### src/rtl/pixel_pair_process.sv
// Two-stage point-operation pipeline (bright add/sub, invert, threshold) on RGB888 pixel pairs,
// framed by an IDLE/RUN/DRAIN/DONE sequencer. Define PIXEL_PROC_SAT_COUNT_EN to add sat_count.
module pixel_pair_process #(
    parameter int WIDTH     = 768,
    parameter int HEIGHT    = 512,
    parameter int THRESHOLD = 90
) (
    input  logic                              HCLK,
    input  logic                              HRESET,
    input  logic                              start,
    input  logic [1:0]                        mode,
    input  logic [7:0]                        bright_val,
    input  logic                              in_valid,
    input  logic [7:0]                        DATA_IN_R0,
    input  logic [7:0]                        DATA_IN_G0,
    input  logic [7:0]                        DATA_IN_B0,
    input  logic [7:0]                        DATA_IN_R1,
    input  logic [7:0]                        DATA_IN_G1,
    input  logic [7:0]                        DATA_IN_B1,
    output logic                              hsync,
    output logic [7:0]                        DATA_WRITE_R0,
    output logic [7:0]                        DATA_WRITE_G0,
    output logic [7:0]                        DATA_WRITE_B0,
    output logic [7:0]                        DATA_WRITE_R1,
    output logic [7:0]                        DATA_WRITE_G1,
    output logic [7:0]                        DATA_WRITE_B1,
    output logic                              busy,
    output logic                              frame_done,
`ifdef PIXEL_PROC_SAT_COUNT_EN
    output logic [$clog2(WIDTH*HEIGHT*6)-1:0] sat_count,
`endif
    output logic [$clog2(WIDTH/2)-1:0]        col_idx,
    output logic [$clog2(HEIGHT)-1:0]         row_idx
);
    localparam int PAIRS = WIDTH * HEIGHT / 2;
    localparam int CNT_W = $clog2(PAIRS);
    localparam int COL_W = $clog2(WIDTH / 2);
    localparam int ROW_W = $clog2(HEIGHT);
    localparam logic [9:0] THR3 = 10'(3 * THRESHOLD);

    localparam logic [1:0] ST_IDLE  = 2'd0;
    localparam logic [1:0] ST_RUN   = 2'd1;
    localparam logic [1:0] ST_DRAIN = 2'd2;
    localparam logic [1:0] ST_DONE  = 2'd3;

    localparam logic [1:0] MODE_ADD = 2'b00;
    localparam logic [1:0] MODE_SUB = 2'b01;
    localparam logic [1:0] MODE_INV = 2'b10;

    function automatic logic [7:0] chan_op(input logic [1:0] m, input logic [7:0] c, input logic [7:0] b);
        logic [8:0] sum9;
        logic [8:0] dif9;
        logic [7:0] r;
        sum9 = {1'b0, c} + {1'b0, b};
        dif9 = {1'b0, c} - {1'b0, b};
        case (m)
            MODE_ADD: r = sum9[8] ? 8'hFF : sum9[7:0];
            MODE_SUB: r = dif9[8] ? 8'h00 : dif9[7:0];
            MODE_INV: r = 8'hFF - c;
            default:  r = 8'h00;
        endcase
        return r;
    endfunction

    // A carry out of the add, or a borrow out of the subtract, marks a saturated channel.
    function automatic logic chan_sat(input logic [1:0] m, input logic [7:0] c, input logic [7:0] b);
        logic [8:0] sum9;
        logic [8:0] dif9;
        logic       s;
        sum9 = {1'b0, c} + {1'b0, b};
        dif9 = {1'b0, c} - {1'b0, b};
        case (m)
            MODE_ADD: s = sum9[8];
            MODE_SUB: s = dif9[8];
            default:  s = 1'b0;
        endcase
        return s;
    endfunction

    function automatic logic [7:0] pix_thr(input logic [7:0] r, input logic [7:0] g, input logic [7:0] b);
        logic [9:0] s;
        s = {2'b00, r} + {2'b00, g} + {2'b00, b};
        return (s > THR3) ? 8'hFF : 8'h00;
    endfunction

    logic [1:0]       state_q, state_d;
    logic [1:0]       mode_q, mode_d;
    logic [7:0]       bright_q, bright_d;
    logic [CNT_W-1:0] pair_cnt_q, pair_cnt_d;
    logic             s1_valid_q, s1_valid_d;
    logic [47:0]      s1_pix_q, s1_pix_d;
    logic             hsync_q, hsync_d;
    logic [47:0]      dout_q, dout_d;
    logic             busy_q, busy_d;
    logic             frame_done_q, frame_done_d;
    logic [COL_W-1:0] out_col_q, out_col_d, col_idx_q, col_idx_d;
    logic [ROW_W-1:0] out_row_q, out_row_d, row_idx_q, row_idx_d;
    logic             accept_start_s, accept_pair_s, last_pair_s;
    logic [7:0]       thr0_s, thr1_s;
`ifdef PIXEL_PROC_SAT_COUNT_EN
    localparam int SAT_W = $clog2(WIDTH * HEIGHT * 6);
    logic [2:0]       s1_sat_q, s1_sat_d;
    logic [SAT_W-1:0] sat_cnt_q, sat_cnt_d;
`endif

    assign accept_start_s = (state_q == ST_IDLE) && start;
    assign accept_pair_s  = (state_q == ST_RUN) && in_valid;
    assign last_pair_s    = (pair_cnt_q == CNT_W'(PAIRS - 1));
    assign thr0_s         = pix_thr(DATA_IN_R0, DATA_IN_G0, DATA_IN_B0);
    assign thr1_s         = pix_thr(DATA_IN_R1, DATA_IN_G1, DATA_IN_B1);

    // Frame sequencer, per-frame operation latch and input pair counter.
    always_comb begin
        state_d    = state_q;
        mode_d     = mode_q;
        bright_d   = bright_q;
        pair_cnt_d = pair_cnt_q;
        case (state_q)
            ST_IDLE: begin
                if (start) begin
                    state_d    = ST_RUN;
                    mode_d     = mode;
                    bright_d   = bright_val;
                    pair_cnt_d = {CNT_W{1'b0}};
                end else begin
                    state_d = ST_IDLE;
                end
            end
            ST_RUN: begin
                if (in_valid) begin
                    pair_cnt_d = pair_cnt_q + CNT_W'(1);
                    state_d    = last_pair_s ? ST_DRAIN : ST_RUN;
                end else begin
                    state_d = ST_RUN;
                end
            end
            // Leave once nothing remains in flight after this edge.
            ST_DRAIN: begin
                if (!s1_valid_d && !hsync_d) begin
                    state_d = ST_DONE;
                end else begin
                    state_d = ST_DRAIN;
                end
            end
            ST_DONE: state_d = ST_IDLE;
            default: state_d = ST_IDLE;
        endcase
        busy_d       = (state_d == ST_RUN) || (state_d == ST_DRAIN);
        frame_done_d = (state_d == ST_DONE);
    end

    // Stage 1: per-channel operation on the accepted pair.
    always_comb begin
        s1_valid_d = accept_pair_s;
        s1_pix_d   = s1_pix_q;
`ifdef PIXEL_PROC_SAT_COUNT_EN
        s1_sat_d   = s1_sat_q;
`endif
        if (accept_pair_s) begin
            if (mode_q == 2'b11) begin
                s1_pix_d = {thr0_s, thr0_s, thr0_s, thr1_s, thr1_s, thr1_s};
            end else begin
                s1_pix_d = {chan_op(mode_q, DATA_IN_R0, bright_q), chan_op(mode_q, DATA_IN_G0, bright_q),
                            chan_op(mode_q, DATA_IN_B0, bright_q), chan_op(mode_q, DATA_IN_R1, bright_q),
                            chan_op(mode_q, DATA_IN_G1, bright_q), chan_op(mode_q, DATA_IN_B1, bright_q)};
            end
`ifdef PIXEL_PROC_SAT_COUNT_EN
            s1_sat_d = {2'b00, chan_sat(mode_q, DATA_IN_R0, bright_q)} + {2'b00, chan_sat(mode_q, DATA_IN_G0, bright_q)}
                     + {2'b00, chan_sat(mode_q, DATA_IN_B0, bright_q)} + {2'b00, chan_sat(mode_q, DATA_IN_R1, bright_q)}
                     + {2'b00, chan_sat(mode_q, DATA_IN_G1, bright_q)} + {2'b00, chan_sat(mode_q, DATA_IN_B1, bright_q)};
`endif
        end else begin
            s1_pix_d = s1_pix_q;
        end
    end

    // Stage 2: output register plus output-side pair position.
    always_comb begin
        hsync_d   = s1_valid_q;
        dout_d    = dout_q;
        out_col_d = out_col_q;
        out_row_d = out_row_q;
        col_idx_d = col_idx_q;
        row_idx_d = row_idx_q;
        if (accept_start_s) begin
            out_col_d = {COL_W{1'b0}};
            out_row_d = {ROW_W{1'b0}};
            col_idx_d = {COL_W{1'b0}};
            row_idx_d = {ROW_W{1'b0}};
        end else if (s1_valid_q) begin
            dout_d    = s1_pix_q;
            col_idx_d = out_col_q;
            row_idx_d = out_row_q;
            if (out_col_q == COL_W'(WIDTH / 2 - 1)) begin
                out_col_d = {COL_W{1'b0}};
                out_row_d = (out_row_q == ROW_W'(HEIGHT - 1)) ? {ROW_W{1'b0}} : out_row_q + ROW_W'(1);
            end else begin
                out_col_d = out_col_q + COL_W'(1);
            end
        end else begin
            dout_d = dout_q;
        end
    end

`ifdef PIXEL_PROC_SAT_COUNT_EN
    // Saturation tally accumulates with each output pair and holds between frames.
    always_comb begin
        sat_cnt_d = sat_cnt_q;
        if (accept_start_s) begin
            sat_cnt_d = {SAT_W{1'b0}};
        end else if (s1_valid_q) begin
            sat_cnt_d = sat_cnt_q + SAT_W'(s1_sat_q);
        end else begin
            sat_cnt_d = sat_cnt_q;
        end
    end

    // Saturation state registers.
    always_ff @(posedge HCLK or posedge HRESET) begin
        if (HRESET) begin
            s1_sat_q  <= 3'd0;
            sat_cnt_q <= {SAT_W{1'b0}};
        end else begin
            s1_sat_q  <= s1_sat_d;
            sat_cnt_q <= sat_cnt_d;
        end
    end

    assign sat_count = sat_cnt_q;
`endif

    // All remaining state registers.
    always_ff @(posedge HCLK or posedge HRESET) begin
        if (HRESET) begin
            state_q      <= ST_IDLE;
            mode_q       <= 2'b00;
            bright_q     <= 8'd0;
            pair_cnt_q   <= {CNT_W{1'b0}};
            s1_valid_q   <= 1'b0;
            s1_pix_q     <= 48'd0;
            hsync_q      <= 1'b0;
            dout_q       <= 48'd0;
            busy_q       <= 1'b0;
            frame_done_q <= 1'b0;
            out_col_q    <= {COL_W{1'b0}};
            out_row_q    <= {ROW_W{1'b0}};
            col_idx_q    <= {COL_W{1'b0}};
            row_idx_q    <= {ROW_W{1'b0}};
        end else begin
            state_q      <= state_d;
            mode_q       <= mode_d;
            bright_q     <= bright_d;
            pair_cnt_q   <= pair_cnt_d;
            s1_valid_q   <= s1_valid_d;
            s1_pix_q     <= s1_pix_d;
            hsync_q      <= hsync_d;
            dout_q       <= dout_d;
            busy_q       <= busy_d;
            frame_done_q <= frame_done_d;
            out_col_q    <= out_col_d;
            out_row_q    <= out_row_d;
            col_idx_q    <= col_idx_d;
            row_idx_q    <= row_idx_d;
        end
    end

    assign hsync      = hsync_q;
    assign busy       = busy_q;
    assign frame_done = frame_done_q;
    assign col_idx    = col_idx_q;
    assign row_idx    = row_idx_q;
    assign {DATA_WRITE_R0, DATA_WRITE_G0, DATA_WRITE_B0, DATA_WRITE_R1, DATA_WRITE_G1, DATA_WRITE_B1} = dout_q;

endmodule
### config.mk
export PLATFORM = sky130hd
export DESIGN_NAME = pixel_pair_process
export DESIGN_NICKNAME = d
export VERILOG_FILES = /design/src/rtl/pixel_pair_process.sv
export SDC_FILE = /design/constraint.sdc
export NUM_CORES = 1
export LEC_CHECK = 0
export BUFFER_PORTS_ARGS = -buffer_cell sky130_fd_sc_hd__buf_2
export CAP_MARGIN = 20
export CORE_ASPECT_RATIO = 0.8
export CORE_UTILIZATION = 55
export DETAILED_ROUTE_END_ITERATION = 7
export PLACE_DENSITY = 0.83
export REMOVE_ABC_BUFFERS = 1
export SLEW_MARGIN = 20
export SYNTH_ARGS = -nofsm -noshare
export SYNTH_HDL_FRONTEND = slang
export SYNTH_SLANG_ARGS = --single-unit
### constraint.sdc
create_clock -name HCLK -period 6.34 [get_ports HCLK]
set_input_delay 0.634 -clock HCLK [delete_from_list [all_inputs] [get_ports HCLK]]
set_output_delay 0.634 -clock HCLK [all_outputs]
set_load 0.02 [all_outputs]
## Word level (Yosys, flattened, before mapping)

Cells that the tools add are included.

- Logic and storage cells: 111
- Bits of input ports: 62
- Register bits after elaboration: 166
- Output and inout bits: 69

- Reductions and logical operators: 15
- Eq/ne operators: 14
- Order comparisons: 2
- Mux-type cells: 40
- Bitwise gates (word level): 1
- Add/subtract/negate cells: 25

Operators by type and width:

| cell | count |
|---|---|
| $pmux W8 S3 | 6 |
| $mux W8 | 14 |
| $mux W9 | 11 |
| $add A8 B8 Y9 | 8 |
| $sub A8 B8 Y9 | 6 |
| $mux W48 | 1 |
| $sub A8 B8 Y8 const A | 6 |
| $mux W18 | 2 |
| $pmux W18 S2 | 1 |
| $add A9 B8 Y10 | 2 |
| $gt A10 B9 Y1 const B | 2 |
| $add A18 B1 Y18 const B | 1 |
| $add A9 B1 Y9 const B | 2 |
| $eq A18 B18 Y1 const B | 1 |
| $eq A9 B9 Y1 const B | 2 |
| $eq A2 B2 Y1 const B | 6 |
| $pmux W2 S4 | 1 |
| $eq A2 B1 Y1 const B | 3 |
| $reduce_and A2 Y1 | 3 |
| $reduce_bool A2 Y1 | 3 |
| $logic_not A2 Y1 | 2 |
| $mux W2 | 2 |
| $ne A2 B2 Y1 const B | 2 |
| $logic_and A1 B1 Y1 | 3 |
| other kinds (5) | 7 |

## Depth between registers and ports, before layout

- Word-level depth: 8
- Gate-level depth with buffers: 14
- Gate-level depth less buffers: 13

## Least setup slack after synthesis

No wires, ideal clock.

- Path type: input to register
- Start: input DATA_IN_R0[1]
- End: register s1_pix_q[47]
- Stages on the path: 13
- Data arrival time: 3.413 ns
- Path slack: 2.801 ns
- Buffers on the path: 0
- Required time: 6.214 ns
- Path through: inv_1 fa_1 inv_1 ha_1 inv_1 fa_1 and2b_4 o211ai_1 a31oi_1 mux2i_1 a311oi_4 or3_1 o32a_1

- Word-level cells in the longest chain between the ends: 5

Ends and longest elaborated chain:

| element | line | source |
|---|---|---|
| start: declaration | 14 | `input logic [7:0] DATA_IN_R0,` |
| $add A8 B8 Y9 | 82 | `s = {2'b00, r} + {2'b00, g} + {2'b00, b};` |
| $add A9 B8 Y10 | 82 |  |
| $gt A10 B9 Y1 | 83 | `return (s > THR3) ? 8'hFF : 8'h00;` |
| $mux W8 | 83 |  |
| $mux W48 (*) | 160 | `if (mode_q == 2'b11) begin` |
| end signal: assignment | 255 | `s1_pix_q <= s1_pix_d;` |
| end: declaration | 91 | `logic [47:0] s1_pix_q, s1_pix_d;` |

Mark *: on every way between the ends. The rest lies on a longest branch, timed or not.
A chain may end at the register's enable or synchronous reset.

## Final worst setup path

- Start: register bright_q[2]
- End: register s1_pix_q[0]

- Word-level cells in the longest chain between the ends: 4

Ends and longest elaborated chain:

| element | line | source |
|---|---|---|
| start: declaration | 88 | `logic [7:0] bright_q, bright_d;` |
| start signal: assignment | 252 | `bright_q <= bright_d;` |
| $sub A8 B8 Y9 / $add A8 B8 Y9 (equally long branches) | 55, 54 |  |
| $mux W8 (on tied branches) | 58, 57 |  |
| $pmux W8 S3 (*) | 56 | `case (m)` |
| $mux W48 (*) | 160 |  |

Marks and branches as above.

==> results.sh <==
export IMPL_clock_skew_ns=0.0136
export IMPL_pwr_share_clk=0.180
export IMPL_endpoint_kind="flop"
export IMPL_cts_tree="yes"
export IMPL_die_h_um=138
export IMPL_clk_pin_slew_ns=0.08
export IMPL_die_w_um=172
export IMPL_synth_top_area_cell="dfrtp_1"
export IMPL_final_hold_viol_count=0
export IMPL_highest_layer="met4"
export IMPL_synth_edf_count=0
export IMPL_ys_ff_latch=166
export IMPL_cts_resized=0
export IMPL_layout_common_cells="dfrtp_1 (166), nor2_1 (142), buf_2 (130)"
export IMPL_power_density_nw_per_um2=418
export IMPL_dr_total_vias=11500
export IMPL_synthCells=1402
export IMPL_power_switching_uw=2720
export IMPL_ys_flop_type="dfrtp_1"
export IMPL_peakVddDrop_v=0.000207
export IMPL_rsz0062_at_grt="no"
export IMPL_async_flop_share=1.00
export IMPL_status="complete, no violations"
export IMPL_synth_top_area_frac=0.327
export IMPL_met3_length_um=3590
export IMPL_nets=1711
export IMPL_cts_htree_levels=4
export IMPL_drt_met1_wl_um=16000
export IMPL_wl_um=36800
export IMPL_grt_pass1_wl_um=57400
export IMPL_cts_setup_buffers=0
export IMPL_clk_latency_ns=0.44
export IMPL_path_class="reg -> reg"
export IMPL_grt_pass1_vias=10800
export IMPL_ys_warnings_count=0
export IMPL_syn2layout_area_growth_pct=11.7
export IMPL_dr_pass1_iters=5
export IMPL_fmax_ghz=0.259
export IMPL_synth_area_leaders="dfrtp_1 (33%), ha_1 (11%), fa_1 (4.7%)"
export IMPL_gr_usage_all_layers=0.318
export IMPL_power_leakage_uw=0.00655
export IMPL_timing_hold_ws_ns=0.311
export IMPL_power_frac_comb=0.529
export IMPL_post_route_min_period_ns=3.87
export IMPL_p_int_uw=3200
export IMPL_place_area_um2=13500
export IMPL_io_buffers=130
export IMPL_yosysUniqueCellTypes=75
export IMPL_worst_path_max_fanout=9
export IMPL_die_area_um2=23700
export IMPL_layout_drive_gt1_share=0.162
export IMPL_clock_path_buffers=2
export IMPL_fin_util=0.628
export IMPL_yosysSeqAreaShare=0.327
export IMPL_antenna_found_initial=0
export IMPL_syn_avg_cell_area_um2=9.05
export IMPL_slew_violations=0
export IMPL_tritoncts_num_sinks=166
export IMPL_wl_met2_um=16100
export IMPL_final_common_cell="dfrtp_1"
export IMPL_routed_via_density=6.31
export IMPL_wire_per_inst_um=20.1
export IMPL_worst_setup_path_start_kind="flop"
export IMPL_grt_max_degree=88
export IMPL_syn_cell_area_um2=12700
export IMPL_core_um2=22600
export IMPL_setup_tns_final_ns=0
export IMPL_cts_buffers=17
export IMPL_initial_core_util=0.562
export IMPL_drc_errors=0
export IMPL_first_iter_violations=1196
export IMPL_overflow=0
export IMPL_critical_path_arrival_ns=4.16
export IMPL_max_cap_viol_count=0
export IMPL_rows=49
export IMPL_stdcell_area_um2=14200
export IMPL_hpwlAfterDp_um=25900
export IMPL_pin_count=131
export IMPL_setup_viol=0
export IMPL_r2r_slack_ns=2.47
export IMPL_cts_root_buf="clkbuf_16"
export IMPL_post_route_period_util=0.610
export IMPL_cp_required_ns=6.64
export IMPL_ant_nets=0
export IMPL_min_path_type="in -> async"
export IMPL_p_seq_frac=0.291
export IMPL_slew_headroom=0.417
export IMPL_gp_congestion=0.972
export IMPL_worst_slew_pin_slew_ns=0.871
export IMPL_cts_hold_buf=0
export IMPL_p_sw_frac=0.459
[cells in the mapped netlist, drive strengths merged, types with 4 or more instances]
master / number
buf: 22
nand3b: 4
dfrtp: 166
a2111oi: 7
o21bai: 16
nand2b: 32
xnor2: 36
inv: 97
o41ai: 5
xor2: 19
a31oi: 20
a221o: 7
a21o: 20
a21boi: 6
or3: 6
and2: 6
nor3: 46
ha: 115
a211oi: 17
o211ai: 7
clkbuf: 35
a22oi: 7
o21ai: 103
fa: 30
nand3: 19
a221oi: 23
o22a: 5
a21oi: 79
nor2: 143
nand4: 10
o21a: 7
mux2: 50
o31ai: 13
and3: 15
or4: 4
o311ai: 5
mux2i: 22
o22ai: 16
nor2b: 23
nand2: 93
[cells by family (layout without fill, tap and decap cells)]
| logic type | Yosys count | in the layout | share of synthesized area |
|---|---|---|---|
| simple gates | 413 | 413 | 0.153 |
| compound gates | 395 | 395 | 0.210 |
| flops | 166 | 166 | 0.327 |
| buf+inv | 156 | 271 | 0.0497 |
| fa+ha+maj | 145 | 145 | 0.161 |
| mux | 72 | 72 | 0.0617 |
| xor+xnor | 55 | 55 | 0.0380 |
| other cells | 0 | 1 | 0 |
[state kept, by name, indices dropped and copies added (netlist names), 2 cells and up]
signal and count:
dout_q 48, s1_pix_q 48, pair_cnt_q 18, col_idx 9, out_col_q 9, out_row_q 9, row_idx 9, bright_q 8
mode_q 2, state_q 2
[worst paths after layout]
check | depth (start not counted) | startpoint | to
worst max-delay path | 9 | bright_q[2] | s1_pix_q[0]
worst min-delay path | 2 | HRESET | col_idx[0]
worst max register to register | 9 | bright_q[2] | s1_pix_q[0]
worst min register to register | 1 | pair_cnt_q[15] | pair_cnt_q[15]
max in group asynchronous | 3 | HRESET | dout_q[3]
min in group HCLK | 3 | bright_val[4] | bright_q[4]
[cell type report]
| type | instances | area (um^2) |
|---|---|---|
| repair buffers | 140 | 737 |
| diodes | 1 | 2.50 |
| fillers | 1965 | 8390 |
| inverters | 99 | 377 |
| clock buffers | 17 | 425 |
| flip-flops and latches | 166 | 4150 |
| well taps | 306 | 383 |
| multi-input cells | 1080 | 7920 |
| clock inverters | 15 | 175 |
[metrics by stage]
step,instances,setup slack [ns],power (uW)
3_3_place_gp,1790,2.08,4710
5_1_grt,1823,2.34,6320
6_report,1824,2.47,5930
4_1_cts,1822,2.37,5870
3_5_place_dp,1790,1.96,4780
2_1_floorplan,1345,1.22,3860
[power groups by stage]
stage	sequential, uW	clock, uW	combinational (uW)
detailed placement	1740	0	3040
floorplan	1890	0	1980
global placement	1730	0	2980
CTS	1720	1070	3070
finish	1730	1070	3130
global route	1780	1110	3430
[metal layers]
metal / track usage / vias up
met2: 0.491 / 629
li1: - / 5230
met5: 0 / -
met1: 0.443 / 5558
met3: 0.0623 / 93
met4: 0.115 / 0
[critical path, stage by stage (launching register included)]
cell and delay (ns):
dfrtp_1 0.74, inv_1 0.48, ha_1 0.61, o21bai_1 0.16, a221o_1 0.38, o41ai_2 0.55
and2_1 0.37, a221oi_1 0.12, nor3_1 0.22, o21ai_0 0.09
Note: power is estimated with default switching activity, not from simulation.
